===== config.mk =====
export PLATFORM = sky130hd
export DESIGN_NAME = seg_msg_sequencer
export DESIGN_NICKNAME = d
export VERILOG_FILES = /design/src/rtl/seg_pkg.sv /design/src/rtl/dwell_timer.sv /design/src/rtl/seg_msg_sequencer.sv
export SDC_FILE = /design/constraint.sdc
export NUM_CORES = 1
export LEC_CHECK = 0
export CAP_MARGIN = 20
export CORE_MARGIN = 2
export CORE_UTILIZATION = 54
export DETAILED_ROUTE_END_ITERATION = 7
export PLACE_DENSITY_LB_ADDON = 0.2
export SYNTH_ARGS = -nofsm -noshare
export SYNTH_HDL_FRONTEND = slang
export SYNTH_HIERARCHICAL = 1
export SYNTH_SLANG_ARGS = --single-unit
export TNS_END_PERCENT = 100

===== constraint.sdc =====
create_clock -name clk -period 3.1 [get_ports clk]
set_input_delay 0.62 -clock clk [delete_from_list [all_inputs] [get_ports clk]]
set_output_delay 0.62 -clock clk [all_outputs]
set_load 0.02 [all_outputs]

===== src/rtl/seg_pkg.sv =====
// Shared 7-segment display definitions: display codes, sequencer state
// encoding and the helper that picks one character out of a packed message.
package seg_pkg;

   localparam logic [3:0] D0      = 4'd0;
   localparam logic [3:0] D1      = 4'd1;
   localparam logic [3:0] D2      = 4'd2;
   localparam logic [3:0] D3      = 4'd3;
   localparam logic [3:0] D4      = 4'd4;
   localparam logic [3:0] D5      = 4'd5;
   localparam logic [3:0] D6      = 4'd6;
   localparam logic [3:0] D7      = 4'd7;
   localparam logic [3:0] D8      = 4'd8;
   localparam logic [3:0] D9      = 4'd9;
   localparam logic [3:0] D_BLANK = 4'd10;
   localparam logic [3:0] D_V     = 4'd11;
   localparam logic [3:0] D_E     = 4'd12;
   localparam logic [3:0] D_R     = 4'd13;
   localparam logic [3:0] D_DASH  = 4'd14;

   typedef enum logic [1:0] {
      IDLE  = 2'd0,
      BLANK = 2'd1,
      CHAR  = 2'd2,
      DONE  = 2'd3
   } seq_state_t;

   // Messages are packed char0 in the top nibble down to char3 in the bottom.
   function automatic logic [3:0] msg_char(input logic [15:0] chars, input logic [1:0] idx);
      logic [3:0] c_s;
      case (idx)
         2'd0:    c_s = chars[15:12];
         2'd1:    c_s = chars[11:8];
         2'd2:    c_s = chars[7:4];
         default: c_s = chars[3:0];
      endcase
      return c_s;
   endfunction

endpackage


===== src/rtl/dwell_timer.sv =====
// Loadable down-counter that parks at zero; zero flags the end of a dwell.
module dwell_timer #(
   parameter int CNT_W = 24
) (
   input  logic             clk,
   input  logic             rst,
   input  logic             load,
   input  logic [CNT_W-1:0] load_val,
   output logic             zero
);

   logic [CNT_W-1:0] cnt_r;

   // Load has priority; otherwise count down and hold once zero is reached.
   always_ff @(posedge clk or posedge rst) begin
      if (rst) begin
         cnt_r <= {CNT_W{1'b0}};
      end else if (load) begin
         cnt_r <= load_val;
      end else if (cnt_r != {CNT_W{1'b0}}) begin
         cnt_r <= cnt_r - {{(CNT_W-1){1'b0}}, 1'b1};
      end else begin
         cnt_r <= cnt_r;
      end
   end

   assign zero = (cnt_r == {CNT_W{1'b0}});

endmodule


===== src/rtl/seg_msg_sequencer.sv =====
// Arbitrates score/status messages onto the single 7-segment digit and plays
// the granted message as repeated frames of blank, char0..char3.
module seg_msg_sequencer
   import seg_pkg::*;
#(
   parameter int DWELL_CYCLES = 10_000_000,
   parameter int CNT_W        = 24,
   parameter int REPEATS      = 2
) (
   input  logic        clk,
   input  logic        rst,
   input  logic        req_score,
   input  logic [15:0] score_chars,
   input  logic        req_status,
   input  logic [15:0] status_chars,
   input  logic        abort,
   output logic        ack_score,
   output logic        ack_status,
   output logic        busy,
   output logic        grant_id,
   output logic        msg_done,
   output logic [3:0]  disp_code
);

   localparam int               FC_W       = (REPEATS > 1) ? $clog2(REPEATS) : 1;
   localparam logic [CNT_W-1:0] DWELL_LAST = CNT_W'(DWELL_CYCLES - 1);
   localparam logic [FC_W-1:0]  FC_LAST    = (REPEATS == 0) ? {FC_W{1'b0}} : FC_W'(REPEATS - 1);
   localparam logic [FC_W-1:0]  FC_MAX     = {FC_W{1'b1}};

   seq_state_t  state_r, state_s;
   logic [1:0]  ci_r, ci_s;
   logic [FC_W-1:0] fc_r, fc_s;
   logic [15:0] chars_r, chars_s;
   logic        last_r, last_s;          // source granted last; the other one wins a tie
   logic        grant_id_r, grant_id_s;
   logic        ack_score_r, ack_score_s;
   logic        ack_status_r, ack_status_s;
   logic        busy_r, busy_s;
   logic        msg_done_r, msg_done_s;
   logic [3:0]  disp_r, disp_s;
   logic        pick_s;
   logic        load_s;
   logic        dwell_zero_s;

   dwell_timer #(.CNT_W(CNT_W)) u_dwell (
      .clk      (clk),
      .rst      (rst),
      .load     (load_s),
      .load_val (DWELL_LAST),
      .zero     (dwell_zero_s)
   );

   // Next-state, arbitration and next-output decode.
   always_comb begin
      state_s      = state_r;
      ci_s         = ci_r;
      fc_s         = fc_r;
      chars_s      = chars_r;
      last_s       = last_r;
      grant_id_s   = grant_id_r;
      ack_score_s  = 1'b0;
      ack_status_s = 1'b0;
      load_s       = 1'b0;
      pick_s       = 1'b0;

      case (state_r)
         IDLE: begin
            if (!abort && (req_score || req_status)) begin
               pick_s       = (req_score && req_status) ? ~last_r : req_status;
               grant_id_s   = pick_s;
               chars_s      = pick_s ? status_chars : score_chars;
               ack_score_s  = ~pick_s;
               ack_status_s = pick_s;
               ci_s         = 2'd0;
               fc_s         = {FC_W{1'b0}};
               load_s       = 1'b1;
               state_s      = BLANK;
            end else begin
               state_s = IDLE;
            end
         end
         BLANK: begin
            if (abort) begin
               last_s  = grant_id_r;
               state_s = IDLE;
            end else if (dwell_zero_s) begin
               load_s  = 1'b1;
               ci_s    = 2'd0;
               state_s = CHAR;
            end else begin
               state_s = BLANK;
            end
         end
         CHAR: begin
            if (abort) begin
               last_s  = grant_id_r;
               state_s = IDLE;
            end else if (dwell_zero_s && (ci_r != 2'd3)) begin
               ci_s   = ci_r + 2'd1;
               load_s = 1'b1;
            end else if (dwell_zero_s && (REPEATS != 0) && (fc_r == FC_LAST)) begin
               state_s = DONE;
            end else if (dwell_zero_s) begin
               fc_s    = (fc_r != FC_MAX) ? (fc_r + {{(FC_W-1){1'b0}}, 1'b1}) : fc_r;
               load_s  = 1'b1;
               state_s = BLANK;
            end else begin
               state_s = CHAR;
            end
         end
         DONE: begin
            last_s  = grant_id_r;
            state_s = IDLE;
         end
         default: begin
            state_s = IDLE;
         end
      endcase

      case (state_s)
         BLANK:   disp_s = D_BLANK;
         CHAR:    disp_s = msg_char(chars_s, ci_s);
         default: disp_s = D_DASH;
      endcase
      busy_s     = (state_s == BLANK) || (state_s == CHAR);
      msg_done_s = (state_s == DONE);
   end

   // State and registered outputs.
   always_ff @(posedge clk or posedge rst) begin
      if (rst) begin
         state_r      <= IDLE;
         ci_r         <= 2'd0;
         fc_r         <= {FC_W{1'b0}};
         chars_r      <= 16'd0;
         last_r       <= 1'b1;
         grant_id_r   <= 1'b0;
         ack_score_r  <= 1'b0;
         ack_status_r <= 1'b0;
         busy_r       <= 1'b0;
         msg_done_r   <= 1'b0;
         disp_r       <= D_DASH;
      end else begin
         state_r      <= state_s;
         ci_r         <= ci_s;
         fc_r         <= fc_s;
         chars_r      <= chars_s;
         last_r       <= last_s;
         grant_id_r   <= grant_id_s;
         ack_score_r  <= ack_score_s;
         ack_status_r <= ack_status_s;
         busy_r       <= busy_s;
         msg_done_r   <= msg_done_s;
         disp_r       <= disp_s;
      end
   end

   assign ack_score  = ack_score_r;
   assign ack_status = ack_status_r;
   assign busy       = busy_r;
   assign grant_id   = grant_id_r;
   assign msg_done   = msg_done_r;
   assign disp_code  = disp_r;

endmodule


Word-level counts from Yosys, hierarchy flattened
Index checks and enable logic that the tools add are counted.

word-level totals
  logic and storage cells = 92
  input port bits = 37
  latch bits = 0
  memory bits (writable) = 0
  output and inout bits = 9
  bits in read-only memories = 0
  memories = 0
  flip-flop bits (word level) = 55

cells by class
  divide/modulo/power cells = 0
  reduce and logical (&&, ||, !) cells = 18
  mux-type cells = 42
  $add $sub $neg = 3
  equal/unequal tests = 15
  shift-type cells = 0
  $lt $le $gt $ge = 0
  bitwise gates (word level) = 2
  $mul = 0

operator list
  operator               count
  $mux 16                3
  $mux 24                2
  $logic_not 24->1       1
  $reduce_bool 24->1     1
  $sub 24x1->24 const B  1
  $mux 2                 11
  $mux 1                 19
  $ne 2x2->1 const B     6
  $pmux 4 s3             1
  $eq 2x2->1 const B     5
  $pmux 2 s4             1
  $pmux 4 s2             1
  $eq 2x1->1 const B     3
  $pmux 2 s3             1
  $reduce_and 6->1       1
  $reduce_bool 2->1      3
  $logic_and 1x1->1      4
  $logic_not 2->1        2
  $pmux 1 s2             2
  $reduce_and 2->1       2
  $pmux 1 s3             1
  $add 2x1->2 const B    1
  $logic_or 1x1->1       2
  $ne 2x1->1 const B     1
  4 further kinds        5

Longest topological paths before layout
  depth after elaboration = 8
  depth in mapped cells = 13
  mapped depth without buffers = 13

Hierarchy
The synthesis kept the hierarchy.

by module, submodules not included
  module             times used  area an instance (µm²)  seq. area each (µm²)  cells each
  dwell_timer        1           1581.5                  600.6                 178
  seg_msg_sequencer  1           1560.2                  780.7                 146

Worst setup path after synthesis
No wires, ideal clock.

  path kind = register -> register
  from = register u_dwell.cnt_r[0]
  to = register u_dwell.cnt_r[20]
  buffers on the path = 2
  arrival time = 2.688 ns
  path slack = 0.347 ns
  setup time = 0.065 ns
  cell stages (with the launch flop) = 12
  clock period less this slack = 2.753 ns
  data required time = 3.035 ns
  cell sequence = dfrtp_1 -> inv_1 -> ha_1 -> nor4b_1 -> nand4_1 -> nor2_1 -> and2b_1 -> nand2_1 -> a21oi_1 -> clkbuf_1 -> clkbuf_1 -> o221a_2

between the ends
  longest elaborated chain between the ends = 7

RTL lines
  element                                       RTL line                                                                     text
  start, declared                               dwell_timer.sv:12                                                            logic [CNT_W-1:0] cnt_r;
  start signal, assigned                        dwell_timer.sv:17                                                            cnt_r <= {CNT_W{1'b0}};
  start signal, assigned                        dwell_timer.sv:19                                                            cnt_r <= load_val;
  start signal, assigned                        dwell_timer.sv:21                                                            cnt_r <= cnt_r - {{(CNT_W-1){1'b0}}, 1'b1};
  $logic_not 24->1 *                            dwell_timer.sv:27                                                            assign zero = (cnt_r == {CNT_W{1'b0}});
  named net dwell_zero_s                        seg_msg_sequencer.sv:43                                                      logic dwell_zero_s;
  $mux 1 or $logic_and 1x1->1 (tied branches)   seg_msg_sequencer.sv:86, seg_msg_sequencer.sv:103, seg_msg_sequencer.sv:101
  $mux 1                                        seg_msg_sequencer.sv:101                                                     end else if (dwell_zero_s && (REPEATS != 0) && (fc_r == FC_LAST)) begin
  $mux 1                                        seg_msg_sequencer.sv:98                                                      end else if (dwell_zero_s && (ci_r != 2'd3)) begin
  $mux 1                                        seg_msg_sequencer.sv:95                                                      if (abort) begin
  $pmux 1 s3 *                                  seg_msg_sequencer.sv:66                                                      case (state_r)
  named net load_s                              seg_msg_sequencer.sv:42                                                      logic load_s;
  $mux 24 or $reduce_bool 2->1 (tied branches)  --

The timed path passes the listed nets; every way through them passes the cells marked *. The select of a mux whose other input is x is not followed.
A chain may end at the register's enable or synchronous reset.

Final worst setup path
  from = register u_dwell.cnt_r[0]
  to = register u_dwell.cnt_r[13]

The elaborated chain is that of the path after synthesis.

==> metrics.txt <==
DRC errors left=0; chip width=80.3 µm; CTS clock-pin slew for the worst setup and hold paths=100 ps; min Tclk post-route=around 2800 ps; Peak supply drop=around 0.44 mV; vias in the first global route=2684; clock tree root buffer cell=clkbuf_8; CTS tree=done; met3 Track Usage GR=~5.6%; Yosys reg bits=55; Routed WL=7320 µm; Num CTS Buffers=5; commonest cells after routing, fill and taps aside=dfrtp_1, clkdlybuf4s50_1, inv_1, nand2_1, conb_1; setup bufs post-CTS=0; clock skew=roughly 8.7 ps; R2R Setup Slk=roughly 340 ps; pin count of the biggest net entering global routing=32; Reg-to-Reg Start=u_dwell/cnt_r[0]; nature of the critical path endpoint=register; Rows=27; final setup TNS=0 ps; CP Launch Type=register; Vias per Instance=5.83; peak fanout along the critical path=26; ant diodes=0; met1 Use GR=slightly below 30%; Syn Std Cell Area=roughly 3100 µm²; H-tree depth=2; Multi-input gate area=~1600 µm²; Cell Area, Placed=between 3000 and 4000 µm²; io pins=46; total global routing overflow=0; depth of the most critical reg-to-reg path=13; worst reg2reg endpoint=u_dwell/cnt_r[13]; antenna violations before repair=0; Initial DRT Pass Iterations=5; final std cell area, no fill=3850 µm²; # setup viols final=0; pins over their slew limit=0; commonest non-fill, non-tap cell in the layout=dfrtp_1; Crit Path Class=register to register; worst hold path class=register to register; register area=between 1000 and 1500 µm²; Iteration-0 DRC Markers=140; Max-Cap Viols=0; Area contributors post-synth=dfrtp_1, a222oi_1, inv_1; Post-synth EDFFs=0; Yosys top cell by area=dfrtp_1; Die Ht=between 80 and 90 µm; Global Route Usage Sum=around a quarter; worst endpoint data arrival time=approximately 3000 ps; core area=~5600 µm²; Worst-Margin Slew=about 680 ps; IO Port Bufs=45; fin cells=approximately 470; required time at the worst-slack endpoint=3280 ps; Syn Area/Cell=9.70 µm²; Inst Count DP=457; routed len/inst=around 16 µm; met2 GRT Util=a little over two fifths; Async SR Flop Fraction=100%; unrepaired setup endpoints after global routing=no; Max-slew headroom=54.8%; Longest Clk Path Bufs=2; die footprint=roughly 6400 µm²; Layout fillers=roughly 430; Starting Density=a little under three fifths; synth warn=6; Worst Setup SP=u_dwell/cnt_r[0]; Hold Vio Cnt, Final=0; leakage=roughly 1.7 nW; GP Congestion=between 0.8 and 0.9; via count=around 2700; Max Fclk=roughly 360 MHz; final layout net count=between 400 and 500; area fraction of the dominant cell type after synthesis=40.6%; Sink Count=between 50 and 60; Pwr Density=757 nW/µm²; Most used DFF post-synth=dfrtp_1; Skew-Pair Late Insertion Delay=310 ps; Netlist cell types=64; crit share post-route=88.9%; fraction of layout cells with a size suffix above 1=around a tenth; dpl hpwl=between 5000 and 6000 µm; status=finished clean; post-layout util=69.1%; post-synthesis sequential area ratio=between 40% and 50%; Area Growth Syn to Fin=22.5%; CP endpoint=u_dwell/cnt_r[13]; post-route ant nets=0; Overall Power=between 2 and 3 mW; Gate Count Post-Synth=~320; first-pass GRT wire length=about 12000 µm; GRT Max-Usage Layer=met2
[power by group]
group / switching (mW) / total (mW) / internal, mW
registers: 0.284 / 1.32 / 1.04
logic: 0.638 / 1.19 / 0.549
clock network: 0.244 / 0.407 / 0.163
[stage by stage]
stage | setup WS (ps) | hold WS [ps]
6_report | 344 | 503
5_1_grt | 74.3 | 517
4_1_cts | 235 | 503
3_5_place_dp | 242 | 473
3_3_place_gp | 426 | 470
2_1_floorplan | 347 | 445
[routing by layer]
layer  up-vias  wire length, µm
met5         -                0
met4         0              176
met3        14              355
met2        78             3710
met1      1300             3080
li1       1317                -
[worst max-delay path: stages, from the launching register on]
cell and delay, ps:
dfrtp_1 440, inv_1 120, ha_1 140, nor4b_1 420
nand4_1 150, nor2_1 160, and2b_1 210, nand2_1 90
a21oi_2 180, buf_4 290, nand2b_1 140, o21ai_0 70
a31oi_1 140, o31ai_1 90
[cell families (layout without fill, tap and decap cells)]
family          Yosys count  in the layout  synth area share (%)
buf+inv                  52             99                  6.97
compound gates           88             88                  21.4
other cells               2             24                 0.239
mux                      10             10                  3.27
simple gates            102            102                  18.8
xor+xnor                  5              5                  1.39
flops                    55             55                  44.0
fa+ha+maj                10             10                  3.98
[repair_timing]
item / 4_1_cts / 5_1_grt
setup endpoints to repair: 0 / 1
resized for setup: 0 / 1
hold buffers: 0 / 0
[cell type report]
| class | instances | share of cell area, % |
|---|---|---|
| multi-input combinational | 239 | 42.3 |
| sequential | 55 | 35.9 |
| timing repair buffer | 55 | 13.6 |
| inverter | 36 | 3.51 |
| tap | 72 | 2.34 |
| clock buffer | 6 | 1.88 |
| clock inverter | 2 | 0.422 |
[worst min-delay path by stage]
stage | slack (ps) | cells after the start | end | startpoint
after floorplan | 440 | 2 | chars_r[9] | chars_r[9]
after global placement | 470 | 2 | chars_r[9] | chars_r[9]
after detailed placement | 470 | 2 | chars_r[0] | chars_r[0]
after CTS | 500 | 2 | chars_r[0] | chars_r[0]
after global routing | 520 | 2 | chars_r[0] | chars_r[0]
final | 500 | 2 | chars_r[1] | chars_r[1]
[state kept, by name (all words and copies together), names as in the netlist]
name / count
u_dwell/cnt_r: 24
ack_status: 1
msg_done: 1
fc_r: 1
state_r: 2
busy: 1
chars_r: 16
disp_code: 4
ack_score: 1
ci_r: 2
last_r: 1
grant_id: 1
[cell usage after synthesis, drive strengths merged (3+ instances only)]
master	instances
a211oi	3
a21oi	11
a221oi	3
a222oi	14
a311oi	3
a31oi	7
and2	3
and3	4
buf	7
clkbuf	9
dfrtp	51
dfstp	4
ha	10
inv	36
mux2i	8
nand2	24
nand2b	5
nand3	4
nand4	4
nor2	22
nor3	11
nor3b	3
nor4	9
o21ai	15
o221ai	3
o31ai	6
o41ai	6
or4	5
xnor2	4
No activity file was read; power rests on OpenSTA's default activity.
